`src/rtl/alu_pkg.sv`:
```
// ============================================================================
//  Module      : alu_pkg
//  Description : Shared opcode encoding, FSM state type and iterative-unit
//                operation type for the multi-cycle execute-stage ALU.
//  Revision    : 1.0 - initial release
// ============================================================================
`default_nettype none

package alu_pkg;

  // 5-bit ALU opcodes (values are unique and fixed by the decode stage)
  localparam logic [4:0] OP_NOP   = 5'd0;
  localparam logic [4:0] OP_ADD   = 5'd1;
  localparam logic [4:0] OP_SUB   = 5'd2;
  localparam logic [4:0] OP_SLL   = 5'd3;
  localparam logic [4:0] OP_SLT   = 5'd4;
  localparam logic [4:0] OP_SLTU  = 5'd5;
  localparam logic [4:0] OP_XOR   = 5'd6;
  localparam logic [4:0] OP_SRL   = 5'd7;
  localparam logic [4:0] OP_SRA   = 5'd8;
  localparam logic [4:0] OP_OR    = 5'd9;
  localparam logic [4:0] OP_AND   = 5'd10;
  localparam logic [4:0] OP_JAL   = 5'd11;
  localparam logic [4:0] OP_JALR  = 5'd12;
  localparam logic [4:0] OP_BEQ   = 5'd13;
  localparam logic [4:0] OP_BNE   = 5'd14;
  localparam logic [4:0] OP_BLT   = 5'd15;
  localparam logic [4:0] OP_BGE   = 5'd16;
  localparam logic [4:0] OP_BLTU  = 5'd17;
  localparam logic [4:0] OP_BGEU  = 5'd18;
  localparam logic [4:0] OP_MUL   = 5'd19;
  localparam logic [4:0] OP_MULHU = 5'd20;

  // Control FSM states of alu_mc
  typedef enum logic [1:0] {
    IDLE  = 2'd0,
    SHIFT = 2'd1,
    MUL   = 2'd2,
    DONE  = 2'd3
  } alu_mc_state_t;

  // Operation carried out by the iterative datapath
  typedef enum logic [2:0] {
    ITER_SLL   = 3'd0,
    ITER_SRL   = 3'd1,
    ITER_SRA   = 3'd2,
    ITER_MUL   = 3'd3,
    ITER_MULHU = 3'd4
  } iter_op_t;

endpackage

`default_nettype wire

```
`src/rtl/alu_iter_unit.sv`:
```
// ============================================================================
//  Module      : alu_iter_unit
//  Description : Iterative datapath for alu_mc. Shifts SHIFT_STEP bits per
//                cycle; with ALU_MC_MUL_EN defined it also performs an
//                unsigned shift-add multiply over WIDTH cycles.
//                'result_next' is the value the accumulator takes on the
//                coming edge; 'last' flags that this edge finishes the op.
//  Macro       : ALU_MC_MUL_EN (enables the multiplier datapath)
//  Revision    : 1.0 - initial release
// ============================================================================
`default_nettype none

module alu_iter_unit
  import alu_pkg::*;
#(
  parameter int WIDTH      = 32,
  parameter int SHAMT_W    = $clog2(WIDTH),
  parameter int SHIFT_STEP = 4
) (
  input  logic               clk,
  input  logic               rst_n,
  input  logic               start,
  input  logic               abort,
  input  iter_op_t           op,
  input  logic [WIDTH-1:0]   operand_a,
  input  logic [WIDTH-1:0]   operand_b,
  input  logic [SHAMT_W-1:0] shamt,
  output logic [WIDTH-1:0]   result_next,
  output logic               last
);

  // One extra bit so the counter can hold WIDTH for a multiply
  localparam int             CNT_W  = SHAMT_W + 1;
  localparam logic [CNT_W-1:0] STEP_C = CNT_W'(SHIFT_STEP);

  iter_op_t          op_q, op_d;
  logic [WIDTH-1:0]  acc_q, acc_d;
  logic [CNT_W-1:0]  cnt_q, cnt_d;
  logic [CNT_W-1:0]  step_amt;
  logic [WIDTH-1:0]  shift_next;
  logic              run_mul;
  logic              start_mul;

  // Final shift chunk may be shorter than SHIFT_STEP
  assign step_amt = (cnt_q > STEP_C) ? STEP_C : cnt_q;

`ifdef ALU_MC_MUL_EN
  logic [WIDTH-1:0]   mcand_q, mcand_d;
  logic [2*WIDTH-1:0] prod_q, prod_d;
  logic [2*WIDTH-1:0] prod_step;
  logic [WIDTH:0]     partial;

  assign run_mul   = (op_q == ITER_MUL) || (op_q == ITER_MULHU);
  assign start_mul = (op == ITER_MUL) || (op == ITER_MULHU);

  // Classic shift-add: add multiplicand into the high half when the LSB
  // of the remaining multiplier is set, then shift the pair right by one.
  assign partial   = {1'b0, prod_q[2*WIDTH-1:WIDTH]}
                   + (prod_q[0] ? {1'b0, mcand_q} : '0);
  assign prod_step = {partial, prod_q[WIDTH-1:1]};
`else
  logic unused_operand_b;
  assign unused_operand_b = ^operand_b;
  assign run_mul   = 1'b0;
  assign start_mul = 1'b0;
`endif

  // One shift chunk of the current accumulator
  always_comb begin
    case (op_q)
      ITER_SLL: shift_next = acc_q << step_amt;
      ITER_SRL: shift_next = acc_q >> step_amt;
      default:  shift_next = $signed(acc_q) >>> step_amt;
    endcase
  end

  // Result presented to the controller for the edge that completes the op
  always_comb begin
    result_next = shift_next;
`ifdef ALU_MC_MUL_EN
    if (run_mul) begin
      result_next = (op_q == ITER_MULHU) ? prod_step[2*WIDTH-1:WIDTH]
                                         : prod_step[WIDTH-1:0];
    end
`endif
    if (run_mul) last = (cnt_q == CNT_W'(1));
    else         last = (cnt_q != '0) && (cnt_q <= STEP_C);
  end

  // Load on start, iterate while the counter is non-zero, clear on abort
  always_comb begin
    op_d  = op_q;
    acc_d = acc_q;
    cnt_d = cnt_q;
    if (abort) begin
      cnt_d = '0;
    end else if (start) begin
      op_d  = op;
      acc_d = operand_a;
      cnt_d = start_mul ? CNT_W'(WIDTH) : {1'b0, shamt};
    end else if (cnt_q != '0) begin
      if (run_mul) begin
        cnt_d = cnt_q - CNT_W'(1);
      end else begin
        acc_d = shift_next;
        cnt_d = cnt_q - step_amt;
      end
    end
  end

  // Shifter / counter registers
  always_ff @(posedge clk or negedge rst_n) begin
    if (!rst_n) begin
      op_q  <= ITER_SLL;
      acc_q <= '0;
      cnt_q <= '0;
    end else begin
      op_q  <= op_d;
      acc_q <= acc_d;
      cnt_q <= cnt_d;
    end
  end

`ifdef ALU_MC_MUL_EN
  // Multiplicand and 2*WIDTH product accumulator updates
  always_comb begin
    mcand_d = mcand_q;
    prod_d  = prod_q;
    if (!abort) begin
      if (start) begin
        mcand_d = operand_a;
        prod_d  = {{WIDTH{1'b0}}, operand_b};
      end else if (run_mul && (cnt_q != '0)) begin
        prod_d  = prod_step;
      end
    end
  end

  // Multiplier registers
  always_ff @(posedge clk or negedge rst_n) begin
    if (!rst_n) begin
      mcand_q <= '0;
      prod_q  <= '0;
    end else begin
      mcand_q <= mcand_d;
      prod_q  <= prod_d;
    end
  end
`endif

endmodule

`default_nettype wire

```
`src/rtl/alu_mc.sv`:
```
// ============================================================================
//  Module      : alu_mc
//  Description : Multi-cycle RV32I execute-stage ALU with valid/ready input
//                and output handshakes. Single-cycle ops complete on the
//                accept edge; shifts (and optional multiply) iterate in
//                alu_iter_unit. Result and branch decision are registered.
//  Macro       : ALU_MC_MUL_EN (enables MUL / MULHU)
//  Revision    : 1.0 - initial release
// ============================================================================
`default_nettype none

module alu_mc
  import alu_pkg::*;
#(
  parameter int WIDTH       = 32,
  parameter int SHAMT_W     = $clog2(WIDTH),
  parameter int SHIFT_STEP  = 4,
  parameter int LINK_OFFSET = 4
) (
  input  logic               CLK,
  input  logic               RST_N,
  input  logic               FLUSH,
  input  logic               IN_VALID,
  output logic               IN_READY,
  input  logic [4:0]         ALU_INSTRUCTION,
  input  logic [WIDTH-1:0]   ALU_IN1,
  input  logic [WIDTH-1:0]   ALU_IN2,
  input  logic [SHAMT_W-1:0] SHIFT_AMOUNT,
  output logic               OUT_VALID,
  input  logic               OUT_READY,
  output logic [WIDTH-1:0]   ALU_OUT,
  output logic               BRANCH_TAKEN
);

  alu_mc_state_t    state_q, state_d;
  logic [WIDTH-1:0] alu_out_q, alu_out_d;
  logic             taken_q, taken_d;

  logic             accept;
  logic             is_shift;
  logic             is_mul;
  logic [WIDTH-1:0] sc_result;
  logic             sc_taken;
  iter_op_t         iter_op;
  logic             iter_start;
  logic             iter_abort;
  logic [WIDTH-1:0] iter_result;
  logic             iter_last;

  // OUT_READY -> IN_READY is the only combinational input-to-output path
  assign IN_READY     = !FLUSH && ((state_q == IDLE) || ((state_q == DONE) && OUT_READY));
  assign accept       = IN_VALID && IN_READY;
  assign OUT_VALID    = (state_q == DONE);
  assign ALU_OUT      = alu_out_q;
  assign BRANCH_TAKEN = taken_q;

  assign is_shift = (ALU_INSTRUCTION == OP_SLL) || (ALU_INSTRUCTION == OP_SRL) ||
                    (ALU_INSTRUCTION == OP_SRA);
`ifdef ALU_MC_MUL_EN
  assign is_mul   = (ALU_INSTRUCTION == OP_MUL) || (ALU_INSTRUCTION == OP_MULHU);
`else
  assign is_mul   = 1'b0;
`endif

  // Single-cycle result and branch decision from the presented operands
  always_comb begin
    sc_result = '0;
    sc_taken  = 1'b0;
    case (ALU_INSTRUCTION)
      OP_ADD:  sc_result = ALU_IN1 + ALU_IN2;
      OP_SUB:  sc_result = ALU_IN1 - ALU_IN2;
      OP_SLT:  sc_result = {{(WIDTH-1){1'b0}}, ($signed(ALU_IN1) < $signed(ALU_IN2))};
      OP_SLTU: sc_result = {{(WIDTH-1){1'b0}}, (ALU_IN1 < ALU_IN2)};
      OP_XOR:  sc_result = ALU_IN1 ^ ALU_IN2;
      OP_OR:   sc_result = ALU_IN1 | ALU_IN2;
      OP_AND:  sc_result = ALU_IN1 & ALU_IN2;
      // A zero-distance shift is just a pass-through of operand 1
      OP_SLL, OP_SRL, OP_SRA: sc_result = ALU_IN1;
      OP_JAL, OP_JALR: begin
        sc_result = ALU_IN1 + WIDTH'(LINK_OFFSET);
        sc_taken  = 1'b1;
      end
      OP_BEQ:  sc_taken = (ALU_IN1 == ALU_IN2);
      OP_BNE:  sc_taken = (ALU_IN1 != ALU_IN2);
      OP_BLT:  sc_taken = ($signed(ALU_IN1) <  $signed(ALU_IN2));
      OP_BGE:  sc_taken = ($signed(ALU_IN1) >= $signed(ALU_IN2));
      OP_BLTU: sc_taken = (ALU_IN1 <  ALU_IN2);
      OP_BGEU: sc_taken = (ALU_IN1 >= ALU_IN2);
      default: ;
    endcase
  end

  // Map the opcode onto the iterative unit's operation
  always_comb begin
    iter_op = ITER_SLL;
    case (ALU_INSTRUCTION)
      OP_SRL:   iter_op = ITER_SRL;
      OP_SRA:   iter_op = ITER_SRA;
`ifdef ALU_MC_MUL_EN
      OP_MUL:   iter_op = ITER_MUL;
      OP_MULHU: iter_op = ITER_MULHU;
`endif
      default:  ;
    endcase
  end

  // Next-state, result capture and iterative-unit control
  always_comb begin
    state_d    = state_q;
    alu_out_d  = alu_out_q;
    taken_d    = taken_q;
    iter_start = 1'b0;
    iter_abort = 1'b0;
    if (FLUSH) begin
      state_d    = IDLE;
      iter_abort = 1'b1;
    end else if (accept) begin
      if (is_shift && (SHIFT_AMOUNT != '0)) begin
        state_d    = SHIFT;
        iter_start = 1'b1;
      end else if (is_mul) begin
        state_d    = MUL;
        iter_start = 1'b1;
      end else begin
        state_d   = DONE;
        alu_out_d = sc_result;
        taken_d   = sc_taken;
      end
    end else begin
      case (state_q)
        SHIFT: begin
          if (iter_last) begin
            state_d   = DONE;
            alu_out_d = iter_result;
            taken_d   = 1'b0;
          end
        end
`ifdef ALU_MC_MUL_EN
        MUL: begin
          if (iter_last) begin
            state_d   = DONE;
            alu_out_d = iter_result;
            taken_d   = 1'b0;
          end
        end
`endif
        DONE: begin
          if (OUT_READY) state_d = IDLE;
        end
        default: ;
      endcase
    end
  end

  // State and registered outputs; reset clears them immediately
  always_ff @(posedge CLK or negedge RST_N) begin
    if (!RST_N) begin
      state_q   <= IDLE;
      alu_out_q <= '0;
      taken_q   <= 1'b0;
    end else begin
      state_q   <= state_d;
      alu_out_q <= alu_out_d;
      taken_q   <= taken_d;
    end
  end

  alu_iter_unit #(
    .WIDTH      (WIDTH),
    .SHAMT_W    (SHAMT_W),
    .SHIFT_STEP (SHIFT_STEP)
  ) u_iter (
    .clk         (CLK),
    .rst_n       (RST_N),
    .start       (iter_start),
    .abort       (iter_abort),
    .op          (iter_op),
    .operand_a   (ALU_IN1),
    .operand_b   (ALU_IN2),
    .shamt       (SHIFT_AMOUNT),
    .result_next (iter_result),
    .last        (iter_last)
  );

endmodule

`default_nettype wire

```
`config.mk`:
```
export PLATFORM = sky130hd
export DESIGN_NAME = alu_mc
export DESIGN_NICKNAME = d
export VERILOG_FILES = /design/src/rtl/alu_pkg.sv /design/src/rtl/alu_iter_unit.sv /design/src/rtl/alu_mc.sv
export SDC_FILE = /design/constraint.sdc
export NUM_CORES = 1
export LEC_CHECK = 0
export CORE_ASPECT_RATIO = 0.7
export CORE_UTILIZATION = 40
export CTS_CLUSTER_DIAMETER = 200
export CTS_CLUSTER_SIZE = 20
export DETAILED_ROUTE_END_ITERATION = 7
export HOLD_SLACK_MARGIN = 0.1
export PLACE_DENSITY_LB_ADDON = 0.12
export SYNTH_ARGS = -nofsm -noshare
export SYNTH_HDL_FRONTEND = slang
export SYNTH_HIERARCHICAL = 1
export SYNTH_SLANG_ARGS = --single-unit
```
`constraint.sdc`:
```
create_clock -name CLK -period 2.9 [get_ports CLK]
set_input_delay 0.435 -clock CLK [delete_from_list [all_inputs] [get_ports CLK]]
set_output_delay 0.435 -clock CLK [all_outputs]
set_load 0.03 [all_outputs]
```
# Word-level counts from Yosys, hierarchy flattened

Index checks and enable logic that the tools add are counted.

Add/subtract/negate cells: 4
Multipliers: 0
Div/mod/pow operators: 0
$lt $le $gt $ge: 6
Eq/ne operators: 26
Shift-type cells: 3
Mux-type cells: 28
Bitwise operators: 5
Reduce and logical (&&, ||, !) cells: 24

Operators with widths:

| cell                                                                  | count |
|---|---|
| 32-bit case mux with 9 select lines                                   | 1 |
| 32-bit two-way mux                                                    | 6 |
| 32-bit >= comparator                                                  | 2 |
| 32-bit less-than comparator                                           | 2 |
| 32-bit case mux with 2 select lines                                   | 1 |
| 5-bit by 4-bit equality test with 1-bit output, second input constant | 8 |
| 32-bit by 3-bit adder with 32-bit output, second input constant       | 1 |
| 32-bit adder                                                          | 1 |
| 32-bit bitwise AND                                                    | 1 |
| 32-bit equality test                                                  | 1 |
| 32-bit != test                                                        | 1 |
| 32-bit OR                                                             | 1 |
| 32-bit by 6-bit << shifter with 32-bit output                         | 1 |
| 32-bit by 6-bit right shift with 32-bit output                        | 1 |
| 32-bit by 6-bit >>> shifter with 32-bit output                        | 1 |
| 32-bit subtractor                                                     | 1 |
| 32-bit XOR                                                            | 1 |
| 6-bit two-way mux                                                     | 4 |
| 5-bit by 3-bit equality test with 1-bit output, second input constant | 4 |
| 5-bit equality test, second input constant                            | 3 |
| 5-bit by 2-bit equality test with 1-bit output, second input constant | 2 |
| 2-bit two-way mux                                                     | 5 |
| 1-bit two-way mux                                                     | 8 |
| 2-bit case mux with 2 select lines                                    | 2 |
| other kinds (27)                                                      | 37 |

Register bits: 76
Bits in latches: 0
Memory bits (writable): 0
Bits in read-only memories: 0
Input bits: 79
Output and inout port bits: 35
Logic and storage cells: 102
Memories: 0

# Depth between registers and ports, before layout

Gate-level depths: netlist (run 1).

Depth after elaboration: 9
Gate-level depth with buffers: 15

# Cells and area by module

The synthesis (run 1) kept the hierarchy.

By module, submodules not included:

| module        | times used | cells an instance | area each (um^2) | sequential area each (um^2) |
|---|---|---|---|---|
| alu_mc        | 1          | 1129              | 7522.2           | 875.8 |
| alu_iter_unit | 1          | 652               | 4712.0           | 1026.0 |

# Worst setup path before layout (run 1)

No wires, ideal clock.

Path type: flip-flop to flip-flop
Start point: register state_q[0]
End point: register u_iter.acc_q[5]
Library setup time: 0.069 ns
Arrival: 3.482 ns
Required time: 2.831 ns
Path slack: -0.651 ns
Stages on the path, launching flop included: 15
Clock period less this slack: 3.551 ns
Cells stage by stage: dfrtp_1 > a21boi_0 > nor3_1 > nand2_1 > clkbuf_1 > clkbuf_1 > clkbuf_1 > nor2_1 > nor2_1 > a21o_1 > buf_2 > nor2_1 > clkbuf_1 > o2111ai_1 > nand3_1

Longest elaborated chain between the ends: 9
Elaborated cells on any way between the ends: 11
Those cells by class: eq/ne (1); mux (3); reduce/logical (7)

RTL lines:

| what                                 | RTL line             | RTL |
|---|---|---|
| start, declared                      | alu_mc.sv:35         | `alu_mc_state_t state_q, state_d;` |
| start signal, assigned               | alu_mc.sv:162        | `state_q <= state_d;` |
| 2-bit equality test                  | alu_mc.sv:51         | `assign IN_READY = !FLUSH && ((state_q == IDLE) \|\| ((state_q == DONE) && OUT_READY));` |
| 1-bit logical AND                    | alu_mc.sv:51         |  |
| 1-bit logical OR *                   | alu_mc.sv:51         |  |
| 1-bit logical AND *                  | alu_mc.sv:51         |  |
| named net IN_READY                   | alu_mc.sv:24         | `output logic IN_READY,` |
| 1-bit logical AND *                  | alu_mc.sv:52         | `assign accept = IN_VALID && IN_READY;` |
| 1-bit two-way mux *                  | alu_mc.sv:117        | `end else if (accept) begin` |
| 1-bit two-way mux *                  | alu_mc.sv:114        | `if (FLUSH) begin` |
| named net iter_start                 | alu_mc.sv:45         | `logic iter_start;` |
| 2-bit nonzero test (no source line)  | --                   |  |
| 2-bit AND reduction (no source line) | --                   |  |
| end signal, assigned                 | alu_iter_unit.sv:115 | `acc_q <= '0;` |
| end signal, assigned                 | alu_iter_unit.sv:119 | `acc_q <= acc_d;` |
| end, declared                        | alu_iter_unit.sv:37  | `logic [WIDTH-1:0] acc_q, acc_d;` |

Mark *: on every way through the listed nets, which the timed path passes. The rest lies on a longest branch.
A chain may end at the register's enable or synchronous reset.

# Worst setup path in the final report (run 1)

Start point: input port ALU_IN1[10]
End point: register alu_out_q[26] (netlist: ALU_OUT[26])

Longest elaborated chain between the ends: 4
Elaborated cells on any way between the ends: 6
Those cells by class: add/sub (3); mux (3)

RTL lines:

| what                                                             | RTL line      | RTL |
|---|---|---|
| start, declared                                                  | alu_mc.sv:26  | `input logic [WIDTH-1:0] ALU_IN1,` |
| 32-bit by 3-bit adder with 32-bit output (tied with other cells) | alu_mc.sv:80  | `sc_result = ALU_IN1 + WIDTH'(LINK_OFFSET);` |
| 32-bit case mux with 9 select lines *                            | alu_mc.sv:69  | `case (ALU_INSTRUCTION)` |
| 32-bit two-way mux *                                             | alu_mc.sv:118 | `if (is_shift && (SHIFT_AMOUNT != '0)) begin` |
| 32-bit two-way mux *                                             | alu_mc.sv:117 |  |
| end signal, assigned                                             | alu_mc.sv:163 | `alu_out_q <= alu_out_d;` |
| end, declared                                                    | alu_mc.sv:36  | `logic [WIDTH-1:0] alu_out_q, alu_out_d;` |

Every way passes the cells marked *; elsewhere a longest branch is shown, timed or not. The select of a mux whose other input is x is not followed.

==> run summary, run 1 <==
Worst R2R Path Depth - 12
Failing checks - negative setup slack
Routability cong. - 0.9840
Final routed DRC violation total - 0
Required @ worst endpoint - 3150 ps
IO Pins - 114
Kind of critical path - in -> reg
Slowest CP cell - or4_4
Final Power - 8610 uW
Initial cell density of the core - 0.4073
Min Clock Period, post-route - 2985 ps
Crit-path cells - buf_6 -> inv_2 -> ha_4 -> or4_4 -> buf_6 -> o41ai_4 -> a311oi_4 -> buf_4 -> buf_6 -> o41ai_4 -> xor2_1 -> o22ai_1 -> a2bb2oi_1
Flop2flop setup slack - 0 ps
Critical Path Max Stage Delay - 520 ps
Crit share post-route - 1.029
First-pass GRT wire length - 93920 um
Synthesized netlist cell count - 1781
DR vias - 16806
Final wirelength - 62790 um
Vias per cell - 6.215
Final setup fails - 3
Post-route ant nets - 0
Site Rows - 53
Worst Hold Class - reg -> reg
Clock skew - 7.928 ps
Crit path launch - ALU_IN1[10]
CTS tree - yes
Total of max-cap violations - 0
Skew-Pair Late Insertion Delay - 370 ps
Met1 GRT Util - 0.5573
CTS H-tree lvls - 3
Status - complete, but fails checks
Max clock buf depth - 2
RR Startpoint - u_iter/cnt_q[3]$_DFFE_PN0P_
Grt met3 use - 0.09586
Worst Path Arrival - 3230 ps
Clk slew on worst S/H paths - 70 ps
Port bufs - 113
Final Hold Vio Count - 0
Synth Flop Type - dfrtp_1
Largest net degree at the start of global routing - 42
Initial antenna violation count - 1
Die height - 148.3 um
Achievable Freq - 335.0 MHz
Width of the chip - 211.0 um
GR Util All Layers - 0.3910
PD cells - 454.7 mW/mm2
EDFF count, synth - 0
Sequential area share after synthesis - 0.1555
Yosys warnings - 6
Nature of the critical path endpoint - register
Actual slew at the worst max-slew pin - 650.0 ps
Max-slew headroom - 0.5555
CP dominant cell by count - buf_6
Fraction of layout cells with a size suffix above 1 - 0.3483
Final #Nets - 2466
Setup TNS - -112.7 ps
Overflow after GRT - 0
RSZ-0062 raised after global routing - true
Leakage power - 0.008616 uW
Yosys reg bits - 76
Layout area overhead - 54.77%
Synthesized net count - 1961
Core Region - 0.03004 mm2
Post-synthesis cell type count - 89
Netlist Area Pre-Place - 0.01223 mm2
Die footprint - 0.03130 mm2
Startpoint Class - input pin
Setup ws final - -85.04 ps
Crit Reg-Reg Endpoint - ALU_OUT[16]$_DFFE_PN0P_
DR WL/cell - 23.22 um
Busiest grt layer - met2
DR iter-0 viols - 2198
Initial DRT Pass Iterations - 6
Peak VDD IR - 524.4 uV
Post-DP HPWL - 48880 um
# clock sinks - 76
Root Buffer - clkbuf_16
Async set-reset flop share out of synthesis - 1.000
Final Max Tran Viols - 0
CP endpoint - ALU_OUT[26]$_DFFE_PN0P_
CP Max Fanout - 4
Met2 usage - 0.5725
Hold_ws - 510.2 ps
CTS Buf Count - 9
Mean Syn Cell Area - 6.869 um2
Vias in the first global route - 16070
[sequential cells by signal (all words and copies together), names as in the netlist]
signal and flops:
ALU_OUT 32, BRANCH_TAKEN 1, state_q 2, u_iter/acc_q 32
u_iter/cnt_q 6, u_iter/op_q 3
[cell families after synthesis]
kind of cell / share of synthesized area
AOI/OAI and AO/OA: 0.3805
and+or+nand+nor: 0.2325
adders and majority gates: 0.1045
DFF: 0.1555
buffers and inverters: 0.08785
xor gates and xnor gates: 0.01002
other: 0.0009204
muxes: 0.02823
[cell type report]
cell class | count | area (um2)
Multi-Input combinational cell | 1438 | 10390
Antenna cell | 1 | 2.502
Clock inverter | 7 | 67.56
Tap cell | 412 | 515.5
Fill cell | 2757 | 11110
Inverter | 117 | 461.7
Clock buffer | 9 | 225.2
Timing Repair Buffer | 644 | 5370
Sequential cell | 76 | 1902
[per-layer routing]
metal	up-vias	share of wire
met5	-	0
met4	0	0.032
met3	148	0.11
met2	1051	0.42
met1	7977	0.44
li1	7630	-
[worst min path at each step]
stage / start / endpoint / slack, ps / cells past startpoint
final: ALU_OUT[4]$_DFFE_PN0P_ / ALU_OUT[4]$_DFFE_PN0P_ / 510 / 2
after global routing: ALU_OUT[1]$_DFFE_PN0P_ / ALU_OUT[1]$_DFFE_PN0P_ / 550 / 2
after CTS: ALU_OUT[4]$_DFFE_PN0P_ / ALU_OUT[4]$_DFFE_PN0P_ / 510 / 2
after detailed placement: RST_N / u_iter/acc_q[27]$_DFFE_PN0P_ / 480 / 1
after global placement: ALU_OUT[1]$_DFFE_PN0P_ / ALU_OUT[1]$_DFFE_PN0P_ / 470 / 2
after floorplan: RST_N / ALU_OUT[0]$_DFFE_PN0P_ / 140 / 0
[critical path, delay by kind of cell]
kind	cells	cell delay, ps
and+or+nand+nor	1	520
AOI/OAI and AO/OA	5	1250
xor gates and xnor gates	1	190
buffers and inverters	5	620
adders and majority gates	1	210
[Yosys cell counts, drive strengths merged, types with 12 or more instances]
library cell | count | area, um2
a21oi | 179 | 895.9
nand2 | 165 | 619.3
o21ai | 161 | 805.8
nor2 | 155 | 604.3
inv | 117 | 439.2
clkbuf | 110 | 414.1
ha | 99 | 1239
dfrtp | 76 | 1902
nand3 | 67 | 335.3
nor3 | 50 | 255.3
and3 | 40 | 250.2
buf | 40 | 221.5
a21o | 32 | 240.2
a31oi | 32 | 200.2
a221oi | 28 | 251.5
a211oi | 27 | 202.7
mux2i | 21 | 210.2
o211ai | 21 | 157.7
o22ai | 20 | 125.1
a221o | 19 | 190.2
nor2b | 17 | 106.4
nand2b | 15 | 93.84
nand4 | 15 | 93.84
o31ai | 15 | 126.4
and2 | 13 | 81.33
o21bai | 13 | 97.59
nor4 | 12 | 75.07
or3 | 12 | 75.07
xnor2 | 12 | 105.1
[report_power, final]
part,total [uW],switching [uW],leakage (uW),internal [uW]
Clock,1180,521,0.000137,662
Sequential,2010,583,0.000969,1430
Combinational,5420,2970,0.00751,2450
Total,8610,4070,0.00862,4540
[placed cells by master, fill, tap and decap left out, types with 19 or more instances in the layout]
| cell type | count |
|---|---|
| a221o_1 | 19 |
| a211oi_1 | 20 |
| o21ai_1 | 21 |
| a31oi_1 | 31 |
| nand2_1 | 154 |
| nor2_1 | 146 |
| clkdlybuf4s50_1 | 64 |
| ha_1 | 59 |
| dlygate4sd2_1 | 19 |
| a221oi_1 | 25 |
| a21oi_2 | 19 |
| nor3_1 | 32 |
| ha_4 | 28 |
| buf_4 | 495 |
| and3_1 | 37 |
| o22ai_1 | 20 |
| inv_2 | 42 |
| inv_1 | 71 |
| mux2i_1 | 21 |
| o211ai_1 | 21 |
| dfrtp_1 | 76 |
| a21o_1 | 32 |
| a21oi_1 | 155 |
| nand3_1 | 63 |
| o21ai_0 | 134 |
| buf_6 | 23 |
[per-stage QoR]
stage,utilization,setup WS (ps),cell area [um2],instances
CTS,0.6040,-13.78,18140,2683
global route,0.6303,-147.8,18930,2704
global placement,0.5734,-1142,17230,2652
detailed placement,0.5734,-1224,17230,2652
floorplan,-,-102.6,12340,1781
finish,0.6303,-85.04,18930,2704
[repair_timing]
action | in CTS | in global routing
pin swaps | 59 | 74
endpoints found under the setup margin | 31 | 34
hold buffers | 1 | 0
setup buffers | 18 | 23
endpoints found under the hold margin | 40 | 0
gates resized for setup | 168 | 191
(Power assumes the default switching activity.)
==> inputs of run 2 (changes only) <==
- clock period: 2.9 -> 2.45 ns (I/O delays scaled with it)
==> run 2 against run 1 <==
The flow still finishes with violations (negative setup slack). Power increased by 36%. Register-to-register slack got worse by 530 ps. Non-clock buffer count increased by 146. Sequential share of layout area decreased by 1.2 points. Core utilization increased by 8.9 points. Final cell count increased by 5.4%. Sequential power increased by 16%. Clock skew increased by 3.2 ps. Wire length increased by 8.0%. Critical path depth unchanged. Setup slack got worse by 440 ps. Largest power group unchanged.
==> run summary, run 2 (synthesis gave the netlist of run 1 again) <==
Worst Hold Class - in -> reg
Overflow after GRT - 0 (unchanged)
Die footprint - 0.03130 mm2 (unchanged)
Final core utilization - 0.7197 (+0.08942)
RSZ-0062 raised after global routing - true
Port bufs - 113 (unchanged)
Min Clock Period, post-route - 2977 ps
Final cell area excluding filler cells - 0.02162 mm2 (+14%)
DR vias - 17878 (+6.4%)
Setup ws final - -526.8 ps (-441.8 ps)
PD cells - 541.4 mW/mm2 (+19%)
Hold_ws - 495.9 ps (-14.38 ps)
Met2 usage - 0.6298 (+0.05724)
Final routed DRC violation total - 0 (unchanged)
Status - complete, but fails checks
Max-slew headroom - 0.6187 (+0.06318)
Clock skew - 11.13 ps (+3.200 ps)
Largest net degree at the start of global routing - 37 (-12%)
Vias in the first global route - 17152 (+6.7%)
Busiest grt layer - met2
# clock sinks - 76 (unchanged)
Root Buffer - clkbuf_16
CTS H-tree lvls - 3 (unchanged)
Max clock buf depth - 2 (unchanged)
Clk slew on worst S/H paths - 70 ps (about the same)
Fraction of layout cells with a size suffix above 1 - 0.4571 (+0.1088)
Crit-path cells - or3_1 -> buf_6 -> buf_12 -> a2111oi_4 -> a31oi_2 -> nand2_1 -> nor3b_4 -> inv_1 -> nand2_2 -> o2111ai_4 -> or3_4 -> a211oi_2 -> a211oi_2
DR iter-0 viols - 2357 (+7.2%)
Grt met3 use - 0.1132 (+0.01731)
Dpl cells - 2731 (+3.0%)
Core Region - 0.03004 mm2 (unchanged)
Ant diodes - 0 (-1)
First-pass GRT wire length - 101300 um (+7.8%)
Worst Path Arrival - 3230 ps (about the same)
Worst slack at placement - -1442 ps (-218.4 ps)
Kind of critical path - reg -> reg
Nature of the critical path endpoint - register
Leakage power - 0.009591 uW (+11%)
DR WL/cell - 23.80 um (+2.5%)
Skew-Pair Late Insertion Delay - 370 ps (about the same)
Placed inst area - 0.01814 mm2 (+5.3%)
CP Max Fanout - 4 (unchanged)
Vias per cell - 6.275 (+0.96%)
Final wirelength - 67800 um (+8.0%)
Slowest CP cell - or3_4
Total of max-cap violations - 0 (unchanged)
Most frequent cells in the layout - buf_4 (576), nand2_1 (142), nor2_1 (140)
Final setup fails - 63 (+60)
CP dominant cell by count - a211oi_2
Peak VDD IR - 804.1 uV (+53%)
Routability cong. - 1.019 (+3.5%)
Met1 GRT Util - 0.5921 (+0.03471)
Layout Cells excl Fill - 2849 (+5.4%)
IO Pins - 114 (unchanged)
Required @ worst endpoint - 2700 ps (-450 ps)
Width of the chip - 211.0 um (unchanged)
Startpoint Class - register
CTS tree - yes
Initial DRT Pass Iterations - 8 (+2)
Commonest non-fill, non-tap cell in the layout - buf_4
CTS Buf Count - 9 (unchanged)
Final Hold Vio Count - 0 (unchanged)
Final #Nets - 2612 (+5.9%)
Failing checks - negative setup slack
Layout area overhead - 76.72%
Crit share post-route - 1.215
Post-route ant nets - 0 (unchanged)
Actual slew at the worst max-slew pin - 566.0 ps (-83.95 ps)
Die height - 148.3 um (unchanged)
Post-DP HPWL - 50180 um (+2.7%)
Achievable Freq - 335.9 MHz
GR Util All Layers - 0.4211 (+0.03012)
Initial cell density of the core - 0.4073 (unchanged)
Initial antenna violation count - 0 (-1)
Site Rows - 53 (unchanged)
Critical Path Max Stage Delay - 410 ps (-110 ps)
Final Max Tran Viols - 0 (unchanged)
-- run 2: changes by cell type in the layout (fill, tap and decap cells not counted), sizes merged --
cell | before | now
buf | 537 | 691
bufbuf | 0 | 2
clkbuf | 14 | 17
clkdlybuf4s15 | 3 | 9
clkdlybuf4s50 | 64 | 47
clkinv | 3 | 4
clkinvlp | 3 | 1
diode | 1 | 0
dlygate4sd2 | 19 | 32
dlymetal6s2s | 15 | 1
-- run 2: report_power, final --
part | switching (uW) | leakage, uW | internal [uW] | total (uW)
registers | 640 | 0.000968 | 1690 | 2330
logic | 4210 | 0.00847 | 3710 | 7920
clock network | 636 | 0.000153 | 818 | 1450
-- run 2: final cells by class --
type,instances,area (um2)
Multi-Input combinational cell,1438,11540
Fill cell,2393,8419
Timing Repair Buffer,790,6852
Sequential cell,76,1903
Tap cell,412,515.5
Inverter,117,505.5
Clock buffer,10,239.0
Clock inverter,6,62.56
-- run 2: through the flow --
stage | power, uW | TNS [ps]
finish | 11710 | -10860
floorplan | 5419 | -7427
CTS | 10910 | -11360
global route | 12190 | -15080
global placement | 8591 | -53110
detailed placement | 8630 | -54990
-- run 2: routing by layer --
metal  part of all wire  wire [um]
met5                  0          0
met4              0.029       1972
met3               0.12       8298
met2               0.42      28640
met1               0.43      28880
-- run 2: critical path: cells and delay by family (launching register included) --
family | cells | cell delay [ps]
AOI/OAI and AO/OA | 5 | 810
and+or+nand+nor | 5 | 1290
buffers and inverters | 3 | 400
DFF | 1 | 370
-- run 2: what timing repair did --
item                                   in CTS  in global routing
buffers inserted                           72                 34
pin swaps                                 168                145
gates cloned                                8                  2
gates resized for setup                   495                193
endpoints found under the hold margin      27                  0
hold buffers                                1                  0
setup endpoints to repair                  72                 65
-- run 2: path summary, 6_finish.rpt --
check	end	slack (ps)	from	depth (start not counted)
min in group asynchronous	u_iter/acc_q[31]$_DFFE_PN0P_	520	RST_N	2
worst max register to register	ALU_OUT[30]$_DFFE_PN0P_	-530	u_iter/cnt_q[2]$_DFFE_PN0P_	13
worst min-delay path	u_iter/acc_q[15]$_DFFE_PN0P_	500	ALU_IN1[15]	5
worst max-delay path	ALU_OUT[30]$_DFFE_PN0P_	-530	u_iter/cnt_q[2]$_DFFE_PN0P_	13
max in group asynchronous	u_iter/cnt_q[0]$_DFFE_PN0P_	1270	RST_N	3
worst min register to register	ALU_OUT[6]$_DFFE_PN0P_	510	ALU_OUT[6]$_DFFE_PN0P_	2
